## config.mk

```make
export PLATFORM = sky130hd
export DESIGN_NAME = frame_buf_sched
export DESIGN_NICKNAME = d
export VERILOG_FILES = /design/src/rtl/vdma_sched_pkg.sv /design/src/rtl/vs_edge_det.sv /design/src/rtl/frame_buf_sched.sv
export SDC_FILE = /design/constraint.sdc
export NUM_CORES = 1
export LEC_CHECK = 0
export ABC_AREA = 1
export ABC_CLOCK_PERIOD_IN_PS = 1550
export BUFFER_PORTS_ARGS = -buffer_cell sky130_fd_sc_hd__buf_2
export CORE_UTILIZATION = 47
export CTS_CLUSTER_SIZE = 30
export DETAILED_ROUTE_END_ITERATION = 8
export PLACE_DENSITY = 0.76
export SYNTH_ARGS = -nofsm -noshare
export SYNTH_HDL_FRONTEND = slang
export SYNTH_SLANG_ARGS = --single-unit
```

## constraint.sdc

```tcl
create_clock -name clk -period 1.55 [get_ports clk]
set_input_delay 0.2325 -clock clk [delete_from_list [all_inputs] [get_ports clk]]
set_output_delay 0.2325 -clock clk [all_outputs]
set_load 0.005 [all_outputs]
```

## src/rtl/vdma_sched_pkg.sv

```systemverilog
// Shared types and the lowest-free-buffer search for the frame-buffer scheduler.
// Used by frame_buf_sched (optional FRAME_BUF_SCHED_STAT_EN build macro lives there).
package vdma_sched_pkg;

    localparam int DROP_W   = 16;
    localparam int MAX_NBUF = 16;
    localparam int MAX_PW   = 4;

    typedef logic [MAX_PW-1:0] buf_idx_t;

    typedef struct packed {
        logic     found;
        buf_idx_t idx;
    } free_sel_t;

    // Scan from the top down so the last hit is the lowest clear bit.
    function automatic free_sel_t first_free(input logic [MAX_NBUF-1:0] busy);
        free_sel_t sel;
        sel.found = 1'b0;
        sel.idx   = '0;
        for (int i = MAX_NBUF - 1; i >= 0; i--) begin
            if (!busy[i]) begin
                sel.found = 1'b1;
                sel.idx   = buf_idx_t'(i);
            end
        end
        return sel;
    endfunction

endpackage

```

## src/rtl/vs_edge_det.sv

```systemverilog
// Single-bit vsync rising-edge detector; the edge is valid in the cycle
// that first samples vs high.
module vs_edge_det (
    input  logic clk,
    input  logic rst_n,
    input  logic vs,
    output logic vs_edge
);

    logic vs_q;
    logic vs_d;

    always_comb begin
        vs_d = vs;
    end

    always_ff @(posedge clk or negedge rst_n) begin
        if (!rst_n) begin
            vs_q <= 1'b0;
        end else begin
            vs_q <= vs_d;
        end
    end

    assign vs_edge = vs & ~vs_q;

endmodule

```

## src/rtl/frame_buf_sched.sv

```systemverilog
// Frame-buffer scheduler: one writer, RDPORT readers, NBUF buffers.
// Define FRAME_BUF_SCHED_STAT_EN to implement the drop_cnt statistic (else tied to 0).
module frame_buf_sched
    import vdma_sched_pkg::*;
#(
    parameter int NBUF   = 3,
    parameter int RDPORT = 2,
    parameter int PW     = 2
) (
    input  logic                   clk,
    input  logic                   rst_n,
    input  logic                   wr_enable,
    input  logic                   wr_vs,
    input  logic [RDPORT-1:0]      rd_vs,
    output logic [PW-1:0]          wr_base,
    output logic [RDPORT*PW-1:0]   rd_base,
    output logic [RDPORT-1:0]      rd_valid,
    output logic [DROP_W-1:0]      drop_cnt
);

    logic                 wr_edge;
    logic [RDPORT-1:0]    rd_edge;

    logic [PW-1:0]        wr_base_q, wr_base_d;
    logic [PW-1:0]        latest_q, latest_d;
    logic                 latest_valid_q, latest_valid_d;
    logic [RDPORT*PW-1:0] rd_base_q, rd_base_d;
    logic [RDPORT-1:0]    rd_valid_q, rd_valid_d;

    logic                 commit;
    logic [PW-1:0]        eff_latest;
    logic [MAX_NBUF-1:0]  busy;
    free_sel_t            free_sel;
    logic                 free_ok;

    vs_edge_det u_wr_edge (
        .clk     (clk),
        .rst_n   (rst_n),
        .vs      (wr_vs),
        .vs_edge (wr_edge)
    );

    for (genvar g = 0; g < RDPORT; g++) begin : g_rd_edge
        vs_edge_det u_rd_edge (
            .clk     (clk),
            .rst_n   (rst_n),
            .vs      (rd_vs[g]),
            .vs_edge (rd_edge[g])
        );
    end

    // A reader latching in the same cycle as a commit gets the just-finished frame.
    always_comb begin
        commit     = wr_edge & wr_enable;
        eff_latest = commit ? wr_base_q : latest_q;
        rd_base_d  = rd_base_q;
        rd_valid_d = rd_valid_q;
        for (int i = 0; i < RDPORT; i++) begin
            if (rd_edge[i] && (latest_valid_q || commit)) begin
                rd_base_d[i*PW +: PW] = eff_latest;
                rd_valid_d[i]         = 1'b1;
            end
        end
    end

    // Busy uses post-update reader holdings; out-of-range slots are always busy.
    always_comb begin
        busy = '1;
        for (int j = 0; j < NBUF; j++) begin
            busy[j] = (wr_base_q == PW'(j));
            for (int i = 0; i < RDPORT; i++) begin
                if (rd_valid_d[i] && (rd_base_d[i*PW +: PW] == PW'(j))) begin
                    busy[j] = 1'b1;
                end
            end
        end
        free_sel = first_free(busy);
        free_ok  = free_sel.found && (int'(free_sel.idx) < NBUF);
    end

    always_comb begin
        wr_base_d      = wr_base_q;
        latest_d       = latest_q;
        latest_valid_d = latest_valid_q;
        if (commit) begin
            latest_d       = wr_base_q;
            latest_valid_d = 1'b1;
            if (free_ok) begin
                wr_base_d = free_sel.idx[PW-1:0];
            end
        end
    end

    always_ff @(posedge clk or negedge rst_n) begin
        if (!rst_n) begin
            wr_base_q      <= '0;
            latest_q       <= '0;
            latest_valid_q <= 1'b0;
            rd_base_q      <= '0;
            rd_valid_q     <= '0;
        end else begin
            wr_base_q      <= wr_base_d;
            latest_q       <= latest_d;
            latest_valid_q <= latest_valid_d;
            rd_base_q      <= rd_base_d;
            rd_valid_q     <= rd_valid_d;
        end
    end

`ifdef FRAME_BUF_SCHED_STAT_EN
    logic [DROP_W-1:0] drop_cnt_q, drop_cnt_d;

    // Saturating count of committed frames that found no free successor buffer.
    always_comb begin
        drop_cnt_d = drop_cnt_q;
        if (commit && !free_ok && (drop_cnt_q != '1)) begin
            drop_cnt_d = drop_cnt_q + 1'b1;
        end
    end

    always_ff @(posedge clk or negedge rst_n) begin
        if (!rst_n) begin
            drop_cnt_q <= '0;
        end else begin
            drop_cnt_q <= drop_cnt_d;
        end
    end

    assign drop_cnt = drop_cnt_q;
`else
    assign drop_cnt = '0;
`endif

    assign wr_base  = wr_base_q;
    assign rd_base  = rd_base_q;
    assign rd_valid = rd_valid_q;

endmodule

```

Word level (Yosys, flattened, before mapping) --
Index checks and enable logic that the tools add are counted.
Storage, ports and cells: flip-flop bits (word level) 14, bits of input ports 6, output and inout bits 24, word-level logic and storage cells 50
Cells by class: $lt $le $gt $ge 1, equality and inequality tests 6, multiplexer cells 14, bitwise operators 7, reduce and logical (&&, ||, !) cells 14
Operators with widths (number):
- 5-bit two-way mux | 3
- 1-bit logical AND | 9
- 1-bit two-way mux | 8
- 2-bit by 1-bit == test with 1-bit output, second input constant | 3
- 2-bit == test, second input constant | 3
- 2-bit logical NOT | 3
- 2-bit two-way mux | 3
- 1-bit AND | 4
- 4-bit by 2-bit less-than comparator with 1-bit output, second input constant | 1
- 1-bit NOT | 3
- 2-bit AND reduction | 1
- 1-bit logical OR | 1

Logic depth before layout (Yosys ltp) --
Gate-level depths: netlist (run 1).
word-level depth 16, mapped depth 12, gate-level depth less buffers 12

Hierarchy --
A second synthesis (run 1) with hierarchy kept.
Unflattened totals: cells, all modules 103, area, all modules 853.3 um^2
Modules (own cells, without submodules):
- frame_buf_sched | instances 1, cells each 94, area each 748.2 um^2, sequential area each 275.3 um^2
- vs_edge_det | instances 3, cells each 3, area each 35.0 um^2, sequential area each 25.0 um^2

Least setup slack after synthesis (run 1) --
Ideal clock, no wire load.
path type reg2reg, from reg u_wr_edge.vs_q, to reg wr_base_q[0], in the netlist wr_base[0], setup time 0.118 ns, data arrival time 1.148 ns, data required time 1.432 ns, setup slack 0.284 ns, stages on the path, launching flop included 11, buffers on the path 0, period minus slack after synthesis 1.266 ns, cells stage by stage dfrtp_1 > inv_1 > nand3_4 > a21oi_1 > nand2_1 > nand2_2 > inv_2 > nand3_1 > nand3_2 > inv_1 > a21oi_2
Between the ends: longest elaborated chain between the ends 16, elaborated cells between the ends (all ways) 35, classes of those cells order compare (1); eq/ne (4); mux (14); bitwise (3); reduce/logical (13)
RTL lines:
- start: declaration | line vs_edge_det.sv:10 | logic vs_q;
- start signal: assignment | line vs_edge_det.sv:21 | vs_q <= vs_d;
- 1-bit NOT (*) | line vs_edge_det.sv:25 | assign vs_edge = vs & ~vs_q;
- 1-bit AND (*) | line vs_edge_det.sv:25
- 1-bit AND (*) | line frame_buf_sched.sv:54 | commit = wr_edge & wr_enable;
- 1-bit logical OR | line frame_buf_sched.sv:59 | if (rd_edge[i] && (latest_valid_q || commit)) begin
- 1-bit logical AND | line frame_buf_sched.sv:59
- 2-bit two-way mux (*) | line frame_buf_sched.sv:59
- named net rd_base_d[1] | line frame_buf_sched.sv:27 | logic [RDPORT*PW-1:0] rd_base_q, rd_base_d;
- 2-bit == test | line frame_buf_sched.sv:72 | if (rd_valid_d[i] && (rd_base_d[i*PW +: PW] == PW'(j))) begin
- 1-bit logical AND | line frame_buf_sched.sv:72
- 1-bit two-way mux (2 in series) | line frame_buf_sched.sv:72
- 5-bit two-way mux (2 in series) | line vdma_sched_pkg.sv:22 | if (!busy[i]) begin
- 5-bit two-way mux (*) | line vdma_sched_pkg.sv:22
- 4-bit by 2-bit less-than comparator with 1-bit output | line frame_buf_sched.sv:78 | free_ok = free_sel.found && (int'(free_sel.idx) < NBUF);
- 1-bit logical AND | line frame_buf_sched.sv:78
- 2-bit AND reduction (no line)
- end signal: assignment | line frame_buf_sched.sv:102 | wr_base_q <= wr_base_d;
- end: declaration | line frame_buf_sched.sv:24 | logic [PW-1:0] wr_base_q, wr_base_d;
Mark *: on every way through the listed nets, which the timed path passes. The rest lies on a longest branch. A chain may end at the register's enable or synchronous reset.

Worst setup path after layout (run 1) --
from reg u_wr_edge.vs_q, to reg wr_base_q[1], in the netlist wr_base[1]
Same word-level chain as after synthesis.

==> results of run 1 <==
cell usage in the layout, fill, tap and decap left out, drive strengths merged:
master and count:
a21oi 5, buf 13, clkbuf 3, conb 16, dfrtp 14, dlygate4sd3 1
inv 20, nand2 27, nand3 10, nor2 4
routing by layer:
layer	wire length, µm	global-route usage (%)	share of wire [%]
met2	577	25.7	47
met1	562	19.7	46
met3	43	2.50	3.5
met5	0	0	0
met4	38	10.9	3.1
power groups by stage:
stage                     registers, mW  logic (mW)  clock network, mW
after floorplan                   0.499       0.269                  0
after global placement            0.494       0.350                  0
after detailed placement          0.501       0.357                  0
after CTS                         0.493       0.362              0.210
after global routing              0.500       0.405              0.222
final                             0.491       0.358              0.205
cell type report:
class / instances / area, µm²
well taps: 16 / 20.0
clock buffers: 3 / 22.5
flip-flops and latches: 14 / 350
multi-input cells: 62 / 335
repair buffers: 14 / 75.1
fillers: 148 / 698
inverters: 20 / 75.1
per-stage QoR:
stage | std cells | hold WS, ns
floorplan | 112 | -0.0631
global placement | 125 | 0.143
detailed placement | 125 | 0.146
CTS | 129 | 0.0602
global route | 129 | 0.0534
finish | 129 | 0.0653
worst max-delay path, stage by stage, from the launching register on:
cell and delay (ns):
dfrtp_1 0.39, inv_1 0.09, nand3_4 0.11, a21oi_1 0.18
nand2_1 0.09, nand2_2 0.10, inv_2 0.05, nand3_1 0.08
nand3_2 0.08, nand2_1 0.07, nor2_1 0.04
cells by family (layout without fill, tap and decap cells):
logic type | after synthesis | in the layout | share of synthesized area [%]
AOI/OAI and AO/OA | 5 | 5 | 3.49
DFF | 14 | 14 | 42.5
other | 1 | 16 | 0.455
and+or+nand+nor | 41 | 41 | 29.9
buffers and inverters | 36 | 37 | 23.7
worst max path at each step:
| stage | to | slack [ns] | cells past startpoint |
|---|---|---|---|
| 6_report | wr_base[1]$_DFFE_PN0P_ | 0.16 | 10 |
| 3_3_place_gp | wr_base[1]$_DFFE_PN0P_ | 0.19 | 10 |
| 5_1_grt | wr_base[1]$_DFFE_PN0P_ | 0.005 | 10 |
| 4_1_cts | wr_base[1]$_DFFE_PN0P_ | 0.15 | 10 |
| 3_5_place_dp | wr_base[1]$_DFFE_PN0P_ | 0.15 | 10 |
| 2_1_floorplan | wr_base[0]$_DFFE_PN0P_ | 0.28 | 10 |
registers in the layout (all words and copies together), names as in the netlist:
name / cells
latest_valid_q: 1
latest_q: 2
rd_base: 4
g_rd_edge.u_rd_edge.vs_q: 2
wr_base: 2
u_wr_edge.vs_q: 1
rd_valid: 2
what timing repair did:
| action | CTS | global route |
|---|---|---|
| gates resized for setup | 0 | 0 |
| hold endpoints to repair | 14 | 0 |
| hold buffers | 1 | 0 |
==> run_results.csv, run 1 <==
group,metric,value,unit
clock_tree,clk_latency,0.28,ns
yosys,ys_types,15,
sta,fmax,719,MHz
sta,hold_viol,0,
place,place_area,846,µm²
clock_tree,cts_buffers,3,
setup_path,r2r-end,"wr_base[1]$_DFFE_PN0P_",
floorplanning,rows,14,
clock_tree,cts_root_buf,"clkbuf_4",
setup_path,cp_max_fo,7,
floorplanning,initial_core_util,52.3,%
drt,wl_per_cell,9.46,µm
sta,setup_viol,0,
setup_path,startpoint_type,"flop",
yosys,synth.most_common_cell,"inv_1",
yosys,post_synth.cell_area_avg,8.50,µm²
yosys,yosysSeqAreaShare,42.5,%
min_path,hp-class,"input port to flop",
setup_path,required,1.73,ns
floorplanning,core_area,1580,µm²
sta,rsz0062_at_grt,"false",
power_and_ir_drop,irDropWorstVdd,0.000565,V
setup_path,r2r_start,"u_wr_edge.vs_q$_DFF_PN0_",
sta,period_share,89.7,%
finish,fin_area,878,µm²
yosys,synth_common_cells,"inv_1 (17), buf_4 (16), nand2_1 (15)",
drt,detail-route-antenna-nets,0,
yosys,ys_warn_count,0,
global_routing,overflow,0,
setup_path,path_class,"flop to flop",
power_and_ir_drop,pwr-share-seq,46.6,%
global_routing,grt_pass1_vias,514,
place,place_congestion,0.725,
power_and_ir_drop,p_sw_share,36.4,%
power_and_ir_drop,leakagePower,0.509,nW
global_routing,grt_max_degree,15,
power_and_ir_drop,intPower,671,µW
power_and_ir_drop,power.total,1.05,mW
power_and_ir_drop,powerDensity,1200,nW/µm²
min_path,holdPathStages,1,
status,status,"complete, no violations",
drt,vias,548,
sta,finalCriticalPeriod,1.39,ns
yosys,synth_top_area_share,42.5,%
yosys,synthesis.area,825,µm²
floorplanning,ioPinCount,30,
finish,area_growth,6.52,%
sta,fin_skew,0.000877,ns
yosys,synth_area_leader_cell,"dfrtp_1",
global_routing,groute.usage.overall,16.0,%
drt,drtIter0Drc,9,
place,post-dp-hpwl,1.00,mm
floorplanning,dieArea,1930,µm²
drt,drt_first_pass_iters,6,
place,place_ws,0.154,ns
drt,routed_wl,1.22,mm
setup_path,r2r_cells,10,
yosys,syn_inst,97,
sta,setup_tns,0,ns
run,drv_cap,0,
finish,nets,121,
clock_tree,h-tree-depth,1,
clock_tree,post_cts_buffers,0,
drt,drc,0,
place,port_buffers,13,
yosys,synth_flop_cell,"dfrtp_1",
yosys,yosys_register_bits,14,
finish,antenna_cells,0,
min_path,worstHoldEndpoint,"g_rd_edge[1].u_rd_edge.vs_q$_DFF_PN0_",
clock_tree,cts.clk_slew.worst_paths,0.08,ns
finish,final_util,55.7,%
clock_tree,tritoncts,"done",
setup_path,crit_path_start,"u_wr_edge.vs_q$_DFF_PN0_",
min_path,hp-start,"rd_vs[1]",
clock_tree,clock_path_buffers,2,
floorplanning,dieWidth,43.9,µm
setup_path,reg2reg_slack,0.16,ns
drt,vias_per_cell,4.25,
yosys,synth.top_cells.by_area,"dfrtp_1 (42%), buf_4 (15%), inv_1 (7.7%)",
sta,slew_viol_final,0,
floorplanning,die_h,43.9,µm
global_routing,antenna_found_initial,0,
clock_tree,cts.sinks,14,
global_routing,grt_pass1_wl,2.16,mm
yosys,async_flop_share,100,%
power_and_ir_drop,p_sw,383,µW
finish,layout-drive-gt1-share,34.5,%
sta,layout_setup_ws,0.160,ns
power_and_ir_drop,combinationalPowerShare,34.0,%
yosys,synth_edf_count,0,
setup_path,cp.arrival,1.57,ns
setup_path,worstSetupEndpointType,"flop",
power_and_ir_drop,clkPwrFrac,19.4,%
Note: power is estimated with default switching activity, not from simulation.
==> run 2: changes to the inputs <==
--- a/config.mk
+++ b/config.mk
@@ -6,12 +6,12 @@
 export NUM_CORES = 1
 export LEC_CHECK = 0
 export ABC_AREA = 1
-export ABC_CLOCK_PERIOD_IN_PS = 1550
+export ABC_CLOCK_PERIOD_IN_PS = 1790
 export BUFFER_PORTS_ARGS = -buffer_cell sky130_fd_sc_hd__buf_2
-export CORE_UTILIZATION = 47
+export CORE_UTILIZATION = 50
 export CTS_CLUSTER_SIZE = 30
 export DETAILED_ROUTE_END_ITERATION = 8
-export PLACE_DENSITY = 0.76
+export PLACE_DENSITY = 0.81
 export SYNTH_ARGS = -nofsm -noshare
 export SYNTH_HDL_FRONTEND = slang
 export SYNTH_SLANG_ARGS = --single-unit
==> constraint.sdc (replaced) <==
create_clock -name clk -period 1.79 [get_ports clk]
set_input_delay 0.2685 -clock clk [delete_from_list [all_inputs] [get_ports clk]]
set_output_delay 0.2685 -clock clk [all_outputs]
set_load 0.005 [all_outputs]
==> run_results.csv, run 2 (same netlist as run 1, synthesis figures left out) <==
group,metric,value,unit
status,status,"complete, no violations",
sta,slew_viol_final,0,
clock_tree,tritoncts,"done",
run,drv_cap,0,
sta,rsz0062_at_grt,"false",
clock_tree,clk_latency,0.27,ns
finish,nets,121,
floorplanning,dieWidth,42.6,µm
setup_path,reg2reg_slack,0.39,ns
setup_path,worstSetupEndpointType,"flop",
clock_tree,cts.sinks,14,
power_and_ir_drop,p_sw_share,35.8,%
drt,drc,0,
setup_path,cp_max_fo,7,
setup_path,crit_end,"wr_base[0]$_DFFE_PN0P_",
drt,vias_per_cell,4.60,
place,place_area,846,µm²
place,port_buffers,13,
sta,setup_tns,0,ns
clock_tree,cts_resized,0,
floorplanning,initial_core_util,54.1,%
sta,timing.hold.ws,0.108,ns
sta,hold_viol,0,
power_and_ir_drop,power.total,904,µW
floorplanning,core_area,1520,µm²
clock_tree,cts_buffers,3,
power_and_ir_drop,p_sw,323,µW
floorplanning,die_h,42.6,µm
place,place_ws,0.382,ns
power_and_ir_drop,pwr-share-seq,46.9,%
finish,final_util,57.6,%
finish,largest_reg_flops,4,
power_and_ir_drop,combinationalPowerShare,34.3,%
clock_tree,clock_path_buffers,2,
finish,area_growth,6.52,%
sta,setup_viol,0,
setup_path,r2r_start,"u_wr_edge.vs_q$_DFF_PN0_",
setup_path,r2r_cells,10,
global_routing,overflow,0,
clock_tree,cts.clk_slew.worst_paths,0.08,ns
clock_tree,cts_root_buf,"clkbuf_4",
place,dp_cells,125,
sta,layout_setup_ws,0.390,ns
setup_path,startpoint_type,"flop",
global_routing,grt_pass1_wl,2.15,mm
clock_tree,h-tree-depth,1,
floorplanning,ioPinCount,30,
floorplanning,dieArea,1820,µm²
power_and_ir_drop,powerDensity,1030,nW/µm²
drt,vias,593,
min_path,hp-class,"input port to flop",
sta,fin_skew,0.00266,ns
place,place_congestion,0.818,
finish,mostFrequentLayoutCells,"inv_1 (17), conb_1 (16), nand2_1 (15)",
setup_path,r2r-end,"wr_base[0]$_DFFE_PN0P_",
power_and_ir_drop,intPower,581,µW
drt,drt_first_pass_iters,4,
finish,antenna_cells,0,
power_and_ir_drop,irDropWorstVdd,0.000626,V
sta,period_share,78.2,%
setup_path,cp.arrival,1.57,ns
global_routing,groute.usage.overall,16.2,%
floorplanning,rows,14,
sta,finalCriticalPeriod,1.40,ns
finish,fin_area,878,µm²
clock_tree,post_cts_buffers,0,
power_and_ir_drop,leakagePower,0.509,nW
drt,wl_per_cell,9.62,µm
global_routing,antenna_found_initial,0,
drt,drtIter0Drc,7,
global_routing,grt_pass1_vias,554,
finish,final_common_cell,"inv_1",
finish,fin_cells,129,
setup_path,required,1.96,ns
drt,routed_wl,1.24,mm
setup_path,crit_path_start,"u_wr_edge.vs_q$_DFF_PN0_",
setup_path,path_class,"flop to flop",
finish,layout-drive-gt1-share,34.5,%
sta,fmax,714,MHz
global_routing,grt_max_degree,15,
drt,detail-route-antenna-nets,0,
place,post-dp-hpwl,1.01,mm
power_and_ir_drop,clkPwrFrac,18.8,%
[run 2: area by class of cell]
cell class	count	area [µm²]
flip-flops and latches	14	350
multi-input cells	62	335
repair buffers	14	75.1
clock buffers	3	22.5
inverters	20	75.1
fillers	142	646
well taps	16	20.0
[run 2: metal layers]
layer | wire (µm) | share of wire [%] | GRT usage, %
met1 | 478 | 39 | 16.9
met2 | 662 | 53 | 28.0
met3 | 80 | 6.4 | 5.60
met4 | 19 | 1.5 | 9.38
met5 | 0 | 0 | 0
[run 2: worst min path at each step]
stage             start                                     to  slack, ns  cells past startpoint
6_report       rd_vs[0]  g_rd_edge[0].u_rd_edge.vs_q$_DFF_PN0_       0.11                      1
5_1_grt        rd_vs[1]  g_rd_edge[1].u_rd_edge.vs_q$_DFF_PN0_        0.1                      1
4_1_cts        rd_vs[0]  g_rd_edge[0].u_rd_edge.vs_q$_DFF_PN0_       0.10                      1
3_5_place_dp      rst_n  g_rd_edge[1].u_rd_edge.vs_q$_DFF_PN0_       0.18                      1
3_3_place_gp      rst_n  g_rd_edge[1].u_rd_edge.vs_q$_DFF_PN0_       0.18                      1
2_1_floorplan     rst_n  g_rd_edge[0].u_rd_edge.vs_q$_DFF_PN0_      -0.03                      0
[run 2: power by group through the flow]
stage	clock (mW)	combinational, mW	sequential [mW]
final	0.170	0.311	0.424
after global routing	0.190	0.355	0.433
after CTS	0.180	0.316	0.425
after detailed placement	0	0.311	0.431
after global placement	0	0.301	0.429
after floorplan	0	0.233	0.432
[run 2: critical path: stages, from the launching register on]
cell	delay [ns]
dfrtp_1	0.39
inv_1	0.09
nand3_4	0.11
a21oi_1	0.19
nand2_1	0.08
nand2_2	0.10
inv_2	0.05
nand3_1	0.08
nand3_2	0.09
inv_1	0.07
a21oi_2	0.03
[run 2: timing repair]
item                       CTS  global route
hold endpoints to repair    14             0
setup endpoints to repair    0             0
hold buffers                 1             0
==> run 3: changes to the inputs <==
--- a/config.mk
+++ b/config.mk
@@ -6,12 +6,12 @@
 export NUM_CORES = 1
 export LEC_CHECK = 0
 export ABC_AREA = 1
-export ABC_CLOCK_PERIOD_IN_PS = 1790
+export ABC_CLOCK_PERIOD_IN_PS = 1400
 export BUFFER_PORTS_ARGS = -buffer_cell sky130_fd_sc_hd__buf_2
-export CORE_UTILIZATION = 50
+export CORE_UTILIZATION = 47
 export CTS_CLUSTER_SIZE = 30
 export DETAILED_ROUTE_END_ITERATION = 8
-export PLACE_DENSITY = 0.81
+export PLACE_DENSITY = 0.76
 export SYNTH_ARGS = -nofsm -noshare
 export SYNTH_HDL_FRONTEND = slang
 export SYNTH_SLANG_ARGS = --single-unit
==> constraint.sdc (replaced) <==
create_clock -name clk -period 1.4 [get_ports clk]
set_input_delay 0.21 -clock clk [delete_from_list [all_inputs] [get_ports clk]]
set_output_delay 0.21 -clock clk [all_outputs]
set_load 0.005 [all_outputs]
==> run_results.csv, run 3 (same netlist as run 1, synthesis figures left out) <==
group,metric,value,unit
status,status,"complete, but fails checks",
status,violations,"DRC",
clock_tree,h-tree-depth,1,
setup_path,cp.arrival,1.58,ns
place,port_buffers,13,
drt,vias_per_cell,4.42,
finish,largest_reg_flops,4,
global_routing,grt_max_degree,15,
power_and_ir_drop,clkPwrFrac,22.8,%
power_and_ir_drop,irDropWorstVdd,0.000563,V
sta,finalCriticalPeriod,1.36,ns
clock_tree,tritoncts,"done",
global_routing,groute.usage.overall,14.6,%
global_routing,grt_pass1_vias,490,
floorplanning,dieArea,1930,µm²
power_and_ir_drop,p_sw_share,35.3,%
drt,detail-route-antenna-nets,0,
drt,vias,584,
global_routing,antenna_found_initial,0,
drt,routed_wl,1.29,mm
drt,drc,2,
clock_tree,cts.sinks,14,
power_and_ir_drop,p_sw,449,µW
power_and_ir_drop,combinationalPowerShare,34.1,%
run,drv_cap,0,
floorplanning,ioPinCount,30,
setup_path,required,1.61,ns
drt,wl_per_cell,9.80,µm
sta,fmax,734,MHz
finish,fin_cells,132,
min_path,hp-class,"input port to flop",
place,dp_cells,125,
setup_path,path_class,"flop to flop",
floorplanning,rows,14,
clock_tree,cts_root_buf,"clkbuf_4",
place,post-dp-hpwl,955,µm
sta,fin_skew,0.00188,ns
power_and_ir_drop,pwr-share-seq,43.0,%
clock_tree,cts.clk_slew.worst_paths,0.08,ns
sta,hold_viol,0,
global_routing,grt_pass1_wl,2.02,mm
drt,drt_first_pass_iters,8,
finish,mostFrequentLayoutCells,"conb_1 (16), inv_1 (14), dfrtp_1 (14)",
power_and_ir_drop,intPower,821,µW
power_and_ir_drop,leakagePower,0.531,nW
floorplanning,dieWidth,43.9,µm
power_and_ir_drop,power.total,1.27,mW
floorplanning,initial_core_util,52.3,%
sta,setup_viol,0,
finish,antenna_cells,0,
place,place_congestion,0.758,
setup_path,cp_max_fo,5,
floorplanning,core_area,1580,µm²
floorplanning,die_h,43.9,µm
setup_path,worstSetupEndpointType,"flop",
setup_path,startpoint_type,"flop",
clock_tree,cts_buffers,3,
finish,area_growth,13.5,%
finish,nets,123,
drt,drtIter0Drc,6,
sta,slew_viol_final,0,
clock_tree,clk_latency,0.28,ns
power_and_ir_drop,powerDensity,1360,nW/µm²
sta,period_share,97.3,%
clock_tree,clock_path_buffers,2,
finish,final_common_cell,"conb_1",
finish,layout-drive-gt1-share,44.8,%
sta,rsz0062_at_grt,"true",
global_routing,overflow,0,
[run 3: timing repair]
item | in CTS | in global routing
pin swaps | 0 | 3
setup buffers | 1 | 1
endpoints found under the setup margin | 1 | 2
hold endpoints to repair | 14 | 0
hold buffers | 1 | 0
resized for setup | 1 | 10
[run 3: stage by stage]
step / util [%] / hold slack, ns / area (µm²) / setup WS (ns) / setup TNS, ns
final: 59.4 / 0.0443 / 936 / 0.0372 / 0
after global routing: 59.4 / 0.0360 / 936 / -0.0546 / -0.107
after CTS: 57.3 / 0.0371 / 903 / 0.0156 / 0
after detailed placement: 53.7 / 0.125 / 846 / 0.0140 / 0
after global placement: 53.7 / 0.117 / 846 / 0.0600 / 0
after floorplan: - / -0.0856 / 881 / 0.134 / 0
[run 3: worst paths after layout]
| check | from | end | slack [ns] | depth (start not counted) |
|---|---|---|---|---|
| worst max-delay path | u_wr_edge.vs_q$_DFF_PN0_ | wr_base[0]$_DFFE_PN0P_ | 0.04 | 11 |
| worst min-delay path | rd_vs[1] | g_rd_edge[1].u_rd_edge.vs_q$_DFF_PN0_ | 0.04 | 1 |
| worst max register to register | u_wr_edge.vs_q$_DFF_PN0_ | wr_base[0]$_DFFE_PN0P_ | 0.04 | 11 |
| worst min register to register | latest_q[1]$_DFF_PN0_ | latest_q[1]$_DFF_PN0_ | 0.53 | 2 |
| max in group asynchronous | rst_n | wr_base[0]$_DFFE_PN0P_ | 0.82 | 2 |
| min in group asynchronous | rst_n | g_rd_edge[1].u_rd_edge.vs_q$_DFF_PN0_ | 0.35 | 2 |
[run 3: power by group through the flow]
stage               combinational, mW  sequential, mW  clock [mW]
detailed placement              0.393           0.551           0
global route                    0.477           0.558       0.315
floorplan                       0.298           0.552           0
finish                          0.434           0.547       0.290
CTS                             0.400           0.544       0.301
global placement                0.384           0.548           0
[run 3: final cells by class]
cell class                      instances  area [µm²]
Fill cell                             149         641
Multi-Input combinational cell         62         362
Sequential cell                        14         350
Timing Repair Buffer                   16        90.1
Inverter                               20        77.6
Clock buffer                            4        36.3
Tap cell                               16        20.0
[run 3: critical path, cell delays in order (launching register included)]
cell	delay, ns
dfrtp_1	0.41
inv_2	0.07
nand3_4	0.09
nand2_4	0.11
nand2_4	0.07
inv_4	0.06
nand2_2	0.05
nand2_2	0.10
inv_2	0.05
nand3_2	0.07
nand3_2	0.07
a21oi_2	0.14
[run 3: per-layer routing]
metal | vias up | share of wire (%) | track usage [%]
met5 | - | 0 | 0
met4 | 0 | 2.2 | 7.27
met3 | 5 | 3.5 | 2.50
met2 | 18 | 49 | 23.0
met1 | 267 | 45 | 19.5
li1 | 294 | - | -
